===== src/rtl/atm_pkg.sv =====
// Shared ATM definitions: keypad entry state, entry word geometry and the
// reserved "no entry" word value that the FSM also checks against.
package atm_pkg;

  localparam int ENTRY_DIGITS = 3;
  localparam int ENTRY_W      = 12;

  // Zero is reserved by the FSM to mean "nothing entered", so it can never be committed.
  localparam logic [ENTRY_W-1:0] NO_ENTRY = 12'h000;

  typedef enum logic [1:0] {
    EMPTY,
    PARTIAL,
    FULL
  } entry_state_e;

endpackage


===== src/rtl/atm_debounce.sv =====
// Two-flop synchroniser plus stability-counter debouncer for one button level.
// It emits a single-cycle pulse when the accepted level rises.
module atm_debounce #(
  parameter int DEBOUNCE_CYCLES = 20,
  parameter int CNT_W           = 14
) (
  input  logic clk,
  input  logic rst,
  input  logic raw,
  output logic press
);

  localparam logic [CNT_W-1:0] RUN_LAST = CNT_W'(DEBOUNCE_CYCLES - 1);

  logic             sync_p0;
  logic             sync_p1;
  logic             stable;
  logic [CNT_W-1:0] run_cnt;

  always_ff @(posedge clk or posedge rst) begin
    if (rst) begin
      sync_p0 <= 1'b0;
      sync_p1 <= 1'b0;
      stable  <= 1'b0;
      run_cnt <= '0;
      press   <= 1'b0;
    end else begin
      // sync_p0 -> sync_p1 -> stability check
      sync_p0 <= raw;
      sync_p1 <= sync_p0;
      press   <= 1'b0;
      if (sync_p1 != stable) begin
        // The last differing sample completes the run, so accept it now.
        if (run_cnt == RUN_LAST) begin
          stable  <= sync_p1;
          run_cnt <= '0;
          press   <= sync_p1;
        end else begin
          run_cnt <= run_cnt + CNT_W'(1);
        end
      end else begin
        run_cnt <= '0;
      end
    end
  end

endmodule


===== src/rtl/atm_keypad_entry.sv =====
// Keypad front end for the ATM FSM: debounces keys/ENTER/CLEAR, shifts three
// hex digits into an entry word and commits it with a one-cycle load strobe.
module atm_keypad_entry
  import atm_pkg::*;
#(
  parameter int DEBOUNCE_CYCLES = 20,
  parameter int TIMEOUT_CYCLES  = 10000,
  parameter int CNT_W           = 14
) (
  input  logic               clk,
  input  logic               rst,
  input  logic               key_press,
  input  logic [3:0]         key_code,
  input  logic               btn_enter,
  input  logic               btn_clear,
  output logic [ENTRY_W-1:0] entry_word,
  output logic               load,
  output logic [1:0]         digit_count,
  output logic               entry_err,
  output logic               timeout
);

  localparam logic [CNT_W-1:0] TMO_LAST = CNT_W'(TIMEOUT_CYCLES - 1);

  logic [3:0]         key_code_p0, key_code_p1;
  logic               key_pulse, enter_pulse, clear_pulse;

  entry_state_e       state_q, state_n;
  logic [ENTRY_W-1:0] shift_q, shift_n;
  logic [1:0]         cnt_q, cnt_n;
  logic [CNT_W-1:0]   tmo_cnt_q, tmo_cnt_n;
  logic [ENTRY_W-1:0] word_q, word_n;
  logic               load_q, load_n;
  logic               err_q, err_n;
  logic               tmo_q, tmo_n;

  atm_debounce #(.DEBOUNCE_CYCLES(DEBOUNCE_CYCLES), .CNT_W(CNT_W)) u_db_key (
    .clk(clk), .rst(rst), .raw(key_press), .press(key_pulse)
  );
  atm_debounce #(.DEBOUNCE_CYCLES(DEBOUNCE_CYCLES), .CNT_W(CNT_W)) u_db_enter (
    .clk(clk), .rst(rst), .raw(btn_enter), .press(enter_pulse)
  );
  atm_debounce #(.DEBOUNCE_CYCLES(DEBOUNCE_CYCLES), .CNT_W(CNT_W)) u_db_clear (
    .clk(clk), .rst(rst), .raw(btn_clear), .press(clear_pulse)
  );

  // key_code_p0 -> key_code_p1, consumed when the key press pulse fires
  always_ff @(posedge clk or posedge rst) begin
    if (rst) begin
      key_code_p0 <= '0;
      key_code_p1 <= '0;
    end else begin
      key_code_p0 <= key_code;
      key_code_p1 <= key_code_p0;
    end
  end

  always_ff @(posedge clk or posedge rst) begin
    if (rst) begin
      state_q   <= EMPTY;
      shift_q   <= '0;
      cnt_q     <= '0;
      tmo_cnt_q <= '0;
      word_q    <= '0;
      load_q    <= 1'b0;
      err_q     <= 1'b0;
      tmo_q     <= 1'b0;
    end else begin
      state_q   <= state_n;
      shift_q   <= shift_n;
      cnt_q     <= cnt_n;
      tmo_cnt_q <= tmo_cnt_n;
      word_q    <= word_n;
      load_q    <= load_n;
      err_q     <= err_n;
      tmo_q     <= tmo_n;
    end
  end

  always_comb begin
    state_n   = state_q;
    shift_n   = shift_q;
    cnt_n     = cnt_q;
    tmo_cnt_n = tmo_cnt_q;
    word_n    = word_q;
    load_n    = 1'b0;
    err_n     = 1'b0;
    tmo_n     = 1'b0;

    // Priority CLEAR > ENTER > digit; lower-priority presses in the same cycle are dropped.
    if (clear_pulse) begin
      shift_n = '0;
      cnt_n   = '0;
      state_n = EMPTY;
    end else if (enter_pulse) begin
      if (state_q == FULL && shift_q != NO_ENTRY) begin
        word_n = shift_q;
        load_n = 1'b1;
      end else begin
        err_n = 1'b1;
      end
      shift_n = '0;
      cnt_n   = '0;
      state_n = EMPTY;
    end else if (key_pulse) begin
      if (state_q == FULL) begin
        err_n = 1'b1;
      end else begin
        shift_n = {shift_q[ENTRY_W-5:0], key_code_p1};
        cnt_n   = cnt_q + 2'd1;
        state_n = (cnt_q == 2'(ENTRY_DIGITS - 1)) ? FULL : PARTIAL;
      end
    end

    // Any press restarts the idle window, so a press on the expiry cycle wins.
    if (clear_pulse || enter_pulse || key_pulse || state_q == EMPTY) begin
      tmo_cnt_n = '0;
    end else if (tmo_cnt_q >= TMO_LAST) begin
      shift_n   = '0;
      cnt_n     = '0;
      state_n   = EMPTY;
      tmo_n     = 1'b1;
      tmo_cnt_n = '0;
    end else begin
      tmo_cnt_n = tmo_cnt_q + CNT_W'(1);
    end
  end

  assign entry_word  = word_q;
  assign load        = load_q;
  assign digit_count = cnt_q;
  assign entry_err   = err_q;
  assign timeout     = tmo_q;

endmodule


===== config.mk =====
export PLATFORM = sky130hd
export DESIGN_NAME = atm_keypad_entry
export DESIGN_NICKNAME = d
export VERILOG_FILES = /design/src/rtl/atm_pkg.sv /design/src/rtl/atm_debounce.sv /design/src/rtl/atm_keypad_entry.sv
export SDC_FILE = /design/constraint.sdc
export NUM_CORES = 1
export LEC_CHECK = 0
export ABC_AREA = 1
export CORE_ASPECT_RATIO = 1.4
export CORE_MARGIN = 2
export CORE_UTILIZATION = 62
export CTS_BUF_LIST = sky130_fd_sc_hd__clkbuf_8
export DETAILED_ROUTE_END_ITERATION = 12
export HOLD_SLACK_MARGIN = 0.12
export PLACE_DENSITY = 0.82
export SYNTH_ARGS = -nofsm -noshare
export SYNTH_HDL_FRONTEND = slang
export SYNTH_SLANG_ARGS = --single-unit
export TNS_END_PERCENT = 100

===== constraint.sdc =====
create_clock -name clk -period 4.5 [get_ports clk]
set_input_delay 1.125 -clock clk [delete_from_list [all_inputs] [get_ports clk]]
set_output_delay 1.125 -clock clk [all_outputs]
set_load 0.1 [all_outputs]

# After elaboration in Yosys (flattened, before gate mapping)
# Cells that the tools add are included.
# Widths: inputs -> output; s select.
# word_totals
in_bits,9
out_inout_bits,17
elab_cells,93
register_bits,107
# op_classes
n_eq_ne,8
muxes,43
n_reduce_logical,10
n_addsub,5
bitwise,1
magnitude_cmp,1
# ops
cell,count
$mux 14,8
$mux 12,6
$add 14x1->14 const B,4
$eq 14x5->1 const B,3
$mux 2,13
$mux 1,16
$ge 14x14->1 const B,1
$reduce_bool 12->1,1
$reduce_and 2->1,3
$eq 2x2->1 const B,2
$logic_or 1x1->1,3
$ne 1x1->1,3
$reduce_and 3->1,1
$add 2x1->2 const B,1
$logic_not 2->1,1
$logic_and 1x1->1,1
$not 1->1,1

# Logic depth before layout (Yosys ltp)
# Gate-level depths: netlist of the first run.
# depth
ltp_word,8
ltp_mapped,8
ltp_nobuf,8

# By module
# Synthesis of the first run repeated with hierarchy kept, for this count alone.
# hier_totals
hier_cells,623
area_unflattened_um2,5138.7
# by_module_without_submodules
module,area_per_inst_um2,cells_each,instances,seq_area_each_um2
atm_debounce,899.6,113,3,450.4
atm_keypad_entry,2439.8,284,1,1326.3

# Worst setup path after synthesis of the first run
# Ideal clock, no wire load.
# synth_timing
kind,flip-flop to output port
start,"register cnt_q[1], in the netlist digit_count[1]"
end,output port digit_count[1]
stages_incl_launch_ff,1
required_ns,3.375
slack_ns,2.460
arrival_ns,0.915
path_buffers,0
path_cell_list,dfrtp_1
# synth_rtl
element,line_no,rtl
start: declaration,atm_keypad_entry.sv:30,"logic [1:0] cnt_q, cnt_n;"
start signal: assignment,atm_keypad_entry.sv:71,cnt_q <= cnt_n;
end: declaration,atm_keypad_entry.sv:18,"output logic [1:0] digit_count,"
# No word-level cell between the ends.

# Worst setup path after layout of the first run
# layout_timing
start,"register cnt_q[1], in the netlist digit_count[1]"
end,output port digit_count[1]
# No word-level cell between the ends.

==> results.cfg, run 1 <==
[run_status]
status = finished clean

[layout]
antenna_cells = 0
fin_util_pct = 71.4
nNetsFinal = 638
final_cells = 729
area_growth_pct = 10.7
drive_above_1_share_pct = 6.36

[routing]
route.detailed.drc = 0
firstDrtPassIters = 5
via_per_inst = 5.51
vias = 4017
drt-total-wl_mm = 9.44
dr.first_iter.drc_count = 357
drtAntennaViolNets = 0
wl_per_cell_um = 12.9

[sta]
finClkSkew_ps = 8.55
setup_violations = 0
finalCritPeriodShare_pct = 67.6
layout_setup_ws_ps = 1460
worst_pin_slew_ps = 969
slew_viol_final = 0
finalHoldViolCount = 0
whs_ps = 351
fmax_ghz = 0.329
fin_crit_ps = 3040
slew_headroom_pct = 35.2
grt_setup_unrepaired = no
tns_ps = 0

[cts]
postCtsSetupRepairBufs = 0
h-tree-depth = 3
clk_pin_slew_ps = 100
cts.path.max_buffers = 2
cts_resized = 0
clock_latency_ps = 380
ctsHoldBuffers = 0
cts_buffers = 9
clock_sinks = 107
cts_tree = done
root_buffer = clkbuf_8

[power]
switching_power_w = 0.000370
intPower_w = 0.00127
power_density_mw_per_mm2 = 294
ir_worst_vdd_v = 0.000220
leakage_nw = 2.59
p_sw_share_pct = 22.6
clkPwrFrac_pct = 37.0
sequentialPowerShare_pct = 60.0
p_comb_share_pct = 3.0

[worst_hold_path]
hp-class = flip-flop to flip-flop
min_from = key_code_p0[2]

[setup_path]
critical_path.max_fanout = 3
crit_required_ps = 3380
crit_path_start = digit_count[1]
r2r_setup_slack_ps = 2460
critPathKind = flip-flop to output pin
cpPeakStageDelay_ps = 1150
cp-start-kind = flip-flop
arrival_ps = 1920
end_kind = output pin
r2r-start = u_db_clear.press
worstPathCellList = clkdlybuf4s50_1
slowest_stage = clkdlybuf4s50_1
cp_top_family = buffers and inverters
critPathBufInv = 1

[flow_run]
maxCapViolations = 0

[placed_design]
gp_congestion = 0.897
place_hpwl_mm = 6.53
post-place-ws_ps = 1800
port_buffers = 25
placed_cells = 713

[synthesis]
ys_warn_count = 0
synthTopCellsByCount = nand2_1, dfrtp_1, nor2_1
ys_seq_area_share_pct = 53.2
synth_nets = 613
yosys.area.top_type = dfrtp_1
synthDistinctLibCells = 30
syn_avg_cell_area_um2 = 8.39
syn_area_mm2 = 0.00503
synth_edf_count = 0
ys_ff_latch = 107
synth_ff_type = dfrtp_1
post-synth-top-count-cell = nand2_1
synth_cells = 599
ys_top_cells_by_area = dfrtp_1, nand2_1, nor2_1
ys_async_sr_fraction_pct = 100
synth_top_area_share_pct = 53.2

[floorplan]
placementRows = 38
ios = 26
die_w_um = 80.1
initial_core_util_pct = 64.5
die-area_mm2 = 0.00886
design.core.area_mm2 = 0.00780
die_h_um = 111

[global_route]
grt_pass1_wl_mm = 16.4
grt_max_degree = 82
grt_overflow = 0
antenna_found_initial = 0
grt_pass1_vias = 3867
grt_usage_pct = 23.0
==> sequential cells by signal, indices dropped and copies added (netlist names), 4 cells and up <==
| register | count |
|---|---|
| u_db_clear.run_cnt | 14 |
| shift_q | 12 |
| key_code_p1 | 4 |
| u_db_key.run_cnt | 14 |
| u_db_enter.run_cnt | 14 |
| entry_word | 12 |
| tmo_cnt_q | 14 |
| key_code_p0 | 4 |
==> area by class of cell <==
| cell class | instances | area, um^2 |
|---|---|---|
| sequential | 107 | 2680 |
| fill | 601 | 2230 |
| multi-input combinational | 408 | 2010 |
| timing repair buffer | 28 | 273 |
| inverter | 70 | 267 |
| clock buffer | 10 | 138 |
| tap | 100 | 125 |
| clock inverter | 6 | 72.6 |
==> final timing paths <==
kind | to | cells past startpoint
max | digit_count[1] | 1
min | key_code_p1[2] | 0
min in group asynchronous | u_db_clear.run_cnt[2] | 2
max reg2reg | tmo_cnt_q[6] | 6
max in group asynchronous | tmo_cnt_q[3] | 3
min reg2reg | key_code_p1[2] | 0
==> metrics by stage <==
step	power (W)	area (um^2)
floorplan	0.00103	5030
global placement	0.00105	5360
detailed placement	0.00105	5360
CTS	0.00165	5570
global route	0.00170	5570
finish	0.00164	5570
==> cells in the final DEF, fill, tap and decap left out, types with 3 or more instances in the layout <==
cell type	synthesis	routed
nor3b_1	3	3
or2_2	9	9
a21oi_1	30	30
nor3_1	20	20
nor2_2	4	4
dfrtp_1	107	107
ha_1	5	5
inv_1	67	66
clkbuf_8	0	10
nor2_1	86	86
clkdlybuf4s50_1	0	25
buf_4	0	3
nand2_1	135	135
nand3_1	35	35
xor2_1	18	18
nand4_1	37	37
o21ai_0	8	8
xnor2_1	7	7
==> routing by layer <==
metal	up-vias	track usage, %	wire length, um
met1	1913	27.9	3890
met5	-	0	0
li1	1978	-	-
met4	0	10.5	233
met3	24	3.02	345
met2	102	39.8	4970
==> power groups by stage <==
stage / registers, W / clock network [W] / logic (W)
floorplan: 0.00100 / 0 / 0.0000332
global placement: 0.00100 / 0 / 0.0000491
detailed placement: 0.00100 / 0 / 0.0000508
CTS: 0.000983 / 0.000615 / 0.0000509
global route: 0.000984 / 0.000658 / 0.0000582
finish: 0.000982 / 0.000605 / 0.0000491
==> logic make-up after synthesis <==
family | count (synthesis) | synth area share, %
AND/OR/NAND/NOR | 334 | 29.8
flip-flops | 107 | 53.2
buffers and inverters | 84 | 6.72
AO/OA/AOI/OAI | 44 | 4.68
XOR/XNOR | 25 | 4.35
adder cells (fa/ha/maj) | 5 | 1.24
(Power assumes the default switching activity.)
==> run 2: changes to the inputs <==
CORE_UTILIZATION = 56   (was 62)
PLACE_DENSITY = 0.78   (was 0.82)
clock period = 2.8 ns   (was 4.5 ns; I/O delays follow)
==> run 2 against run 1 <==
  * Clock power increased by 74%
  * Via count is 2.3% lower
  * Worst hold slack gained 3.7 ps
  * Combinational power increased by 65%
  * Register-to-register slack got worse by 1400 ps
  * Utilization is 7.2 points lower
  * Global-route usage fell by 1.9 points
  * Sequential power grew 61%
  * Clock-buffer cell count unchanged
  * Final area is 0.13% lower
  * Total power rose by 66%
  * Largest power group unchanged
==> results.cfg, run 2 (synthesis gave the netlist of run 1 again) <==
[cts]
clock_sinks = 107
cts_tree = done
cts_buffers = 9
clock_latency_ps = 380
clk_pin_slew_ps = 90
root_buffer = clkbuf_8
ctsHoldBuffers = 0
h-tree-depth = 3
cts_resized = 0
postCtsSetupRepairBufs = 0
cts.path.max_buffers = 2

[sta]
worst_pin_slew_ps = 963
setup_violations = 0
tns_ps = 0
grt_setup_unrepaired = no
finalCritPeriodShare_pct = 63.8
finalHoldViolCount = 0
fin_crit_ps = 1790
finClkSkew_ps = 14.1
fmax_ghz = 0.560
slew_viol_final = 0
slew_headroom_pct = 35.4

[routing]
drt-total-wl_mm = 9.40
met2_length_mm = 4.89
top_layer = met4
wl_met1_mm = 3.94
vias = 3925
route.detailed.drc = 0
dr.first_iter.drc_count = 248
via_per_inst = 5.35
wl_met3_um = 350
wl_per_cell_um = 12.8
drtAntennaViolNets = 0
firstDrtPassIters = 6

[placed_design]
port_buffers = 25
place_hpwl_mm = 6.62
gp_congestion = 0.886

[setup_path]
crit_required_ps = 2100
critical_path.max_fanout = 3
worstPathCellList = buf_4
arrival_ps = 1090
crit_path_start = digit_count[1]
cp-start-kind = flip-flop
critPathBufInv = 1
cpPeakStageDelay_ps = 400
critPathKind = flip-flop to output pin
cp_top_family = flip-flops
slowest_stage = dfrtp_1
r2r-start = state_q[0]
end_kind = output pin

[power]
p_sw_share_pct = 21.8
power_density_mw_per_mm2 = 488
ir_worst_vdd_v = 0.000267
intPower_w = 0.00212
clkPwrFrac_pct = 38.7
p_comb_share_pct = 3.0
switching_power_w = 0.000591
leakage_nw = 2.63
sequentialPowerShare_pct = 58.3

[worst_hold_path]
min_from = u_db_enter.sync_p0
hp-class = flip-flop to flip-flop

[layout]
final_common_cell = nand2_1
nNetsFinal = 638
nFillCells = 706
drive_above_1_share_pct = 9.06
area.sequential_mm2 = 0.00268
antenna_cells = 0
fin_util_pct = 64.2
multi_input_area_mm2 = 0.00201
area_growth_pct = 10.5
final_cell_mix = nand2_1, dfrtp_1, nor2_1

[floorplan]
die_w_um = 84.1
design.core.area_mm2 = 0.00866
placementRows = 40
ios = 26
die-area_mm2 = 0.00976
initial_core_util_pct = 58.1
die_h_um = 116

[global_route]
grt_usage_pct = 21.0
antenna_found_initial = 0
grt_pass1_vias = 3775
grt_max_degree = 108
grt_pass1_wl_mm = 16.6
grt_overflow = 0

[run_status]
status = finished clean

[flow_run]
maxCapViolations = 0
run 2: cell type report:
type | count | area share [%]
inverters | 70 | 4.82
clock buffers | 10 | 2.48
repair buffers | 28 | 4.37
well taps | 105 | 2.36
clock inverters | 6 | 1.58
flip-flops and latches | 107 | 48.2
multi-input cells | 408 | 36.2
run 2: layer usage:
layer  track usage (%)  vias up
met4              9.57        0
met1              24.5     1849
met5                 0        -
li1                  -     1981
met3              4.24       20
met2              37.6       75
run 2: through the flow:
stage	cell area [um^2]	power [W]	setup WS, ps	hold slack, ps	cells
floorplan	5030	0.00166	812	331	599
global placement	5330	0.00169	1090	333	718
detailed placement	5330	0.00170	1040	335	718
CTS	5560	0.00274	1000	356	734
global route	5560	0.00281	833	359	734
finish	5560	0.00271	1010	355	734
run 2: worst paths after layout:
| kind | to | slack (ps) | depth (start not counted) |
|---|---|---|---|
| min in group asynchronous | u_db_enter.run_cnt[5] | 800 | 3 |
| max in group asynchronous | u_db_key.run_cnt[5] | 1570 | 3 |
| worst min register to register | u_db_enter.sync_p1 | 350 | 0 |
| worst min-delay path | u_db_enter.sync_p1 | 350 | 0 |
| worst max register to register | shift_q[8] | 1020 | 7 |
| worst max-delay path | digit_count[1] | 1010 | 1 |
run 2: power by group through the flow:
stage / registers (W) / clock network [W] / logic [W]
3_3_place_gp: 0.00161 / 0 / 0.0000819
3_5_place_dp: 0.00161 / 0 / 0.0000842
5_1_grt: 0.00158 / 0.00113 / 0.0000958
4_1_cts: 0.00158 / 0.00107 / 0.0000844
2_1_floorplan: 0.00161 / 0 / 0.0000538
6_report: 0.00158 / 0.00105 / 0.0000808
==> run 3: changes to the inputs <==
CORE_UTILIZATION = 62   (was 56)
PLACE_DENSITY = 0.82   (was 0.78)
clock period = 1.8 ns   (was 2.8 ns; I/O delays follow)
==> run 3 against run 2 <==
  * Non-clock buffer count rose by 6
  * First-iteration DRC count rose by 48%
  * Wire length grew 5.0%
  * Register-to-register slack worse by 830 ps
  * Critical endpoint is now tmo_cnt_q[13]
  * Highest routed layer unchanged
==> results.cfg, run 3 (synthesis gave the netlist of run 1 again) <==
[run_status]
status = finished clean

[cts]
postCtsSetupRepairBufs = 0
cts_resized = 0
clock_sinks = 107
cts_tree = done
root_buffer = clkbuf_8
ctsHoldBuffers = 0
cts.path.max_buffers = 2
h-tree-depth = 3
clock_latency_ps = 380
cts_buffers = 9
clk_pin_slew_ps = 90

[layout]
final_cells = 735
final_cell_mix = nand2_1, dfrtp_1, nor2_1
fin_area_mm2 = 0.00584
nNetsFinal = 644
nFillCells = 543
final_common_cell = nand2_1
area_growth_pct = 16.2
antenna_cells = 0
drive_above_1_share_pct = 9.76

[placed_design]
port_buffers = 25
place_area_mm2 = 0.00561
gp_congestion = 0.891
post-place-ws_ps = 124
placed_cells = 719
place_hpwl_mm = 7.07

[global_route]
grt_pass1_vias = 4029
grt_usage_pct = 23.7
grt_max_degree = 43
antenna_found_initial = 0
grt_pass1_wl_mm = 16.8
grt_overflow = 0

[floorplan]
ios = 26
placementRows = 38
die_w_um = 80.1
die_h_um = 111
design.core.area_mm2 = 0.00780
die-area_mm2 = 0.00886
initial_core_util_pct = 64.5

[sta]
fin_crit_ps = 1610
finalCritPeriodShare_pct = 89.3
finalHoldViolCount = 0
finClkSkew_ps = 8.54
tns_ps = 0
slew_viol_final = 0
layout_setup_ws_ps = 192
worst_pin_slew_ps = 467
fmax_ghz = 0.622
grt_setup_unrepaired = no
slew_headroom_pct = 68.8
whs_ps = 359
setup_violations = 0

[routing]
route.detailed.drc = 0
drtAntennaViolNets = 0
vias = 4049
drt-total-wl_mm = 9.86
firstDrtPassIters = 7
via_per_inst = 5.51
dr.first_iter.drc_count = 366
wl_per_cell_um = 13.4

[worst_hold_path]
hold_depth = 0
hold_end = key_code_p1[2]
hp-class = flip-flop to flip-flop
min_from = key_code_p0[2]

[setup_path]
critPathBufInv = 0
reg2regPathDepth = 6
cp-start-kind = flip-flop
critical_path.max_fanout = 13
cp_top_family = simple AND/OR/NAND/NOR gates
slowest_stage = dfrtp_1
arrival_ps = 1910
worstPathCellList = ha_1, nand3_2, nand2_1, o21ai_2, nand3_4, nor2_1
cpPeakStageDelay_ps = 430
r2r_setup_slack_ps = 190
r2r-start = tmo_cnt_q[0]
critical_path_depth = 6
rr_endpoint = tmo_cnt_q[13]
crit_required_ps = 2100
end_kind = flip-flop
critPathKind = flip-flop to flip-flop

[flow_run]
maxCapViolations = 0

[power]
ir_worst_vdd_v = 0.000559
power_density_mw_per_mm2 = 726
leakage_nw = 2.72
==> run 3: cell count changes in the layout (fill, tap and decap cells not counted) <==
cell and delta:
buf_4 -13, buf_12 +19, inv_6 -1, clkinv_4 -1, clkbuf_8 +1, nand2_4 +1, clkinvlp_4 +1, nand2_2 -1
inv_1 +1, clkinv_2 -1
==> run 3: worst max-delay path by stage <==
stage	start	to
final	tmo_cnt_q[0]	tmo_cnt_q[13]
after global routing	tmo_cnt_q[0]	tmo_cnt_q[13]
after CTS	tmo_cnt_q[0]	tmo_cnt_q[11]
after detailed placement	tmo_cnt_q[0]	tmo_cnt_q[11]
after global placement	tmo_cnt_q[0]	tmo_cnt_q[11]
after floorplan	digit_count[0]	state_q[1]
==> run 3: routing by layer <==
| layer | global-route usage [%] | share of wire (%) |
|---|---|---|
| met1 | 27.0 | 40 |
| met2 | 42.1 | 54 |
| met3 | 4.25 | 3.8 |
| met4 | 10.8 | 1.8 |
| met5 | 0 | 0 |
==> run 3: layout make-up <==
type	instances	area, um^2	area share [%]
repair buffers	34	526	9.00
flip-flops and latches	107	2680	45.8
multi-input cells	408	2020	34.5
clock inverters	5	76.3	1.31
well taps	100	125	2.14
inverters	70	268	4.58
clock buffers	11	151	2.59
==> run 3: worst reg2reg max path: stages (launching register included) <==
cell and delay (ps):
dfrtp_1 430, ha_1 260, nand3_2 110, nand2_1 70
o21ai_2 250, nand3_4 230, nor2_1 190
==> run 3: power by group <==
group	total [W]	switching (W)	internal (W)
combinational	0.000136	0.0000876	0.0000485
clock	0.00165	0.000797	0.000852
sequential	0.00246	0.0000240	0.00243
==> run 3: per-stage QoR <==
step	total power (W)	util, %
after global placement	0.00264	71.9
final	0.00424	74.9
after CTS	0.00428	74.9
after global routing	0.00440	74.9
after detailed placement	0.00265	71.9
after floorplan	0.00258	-
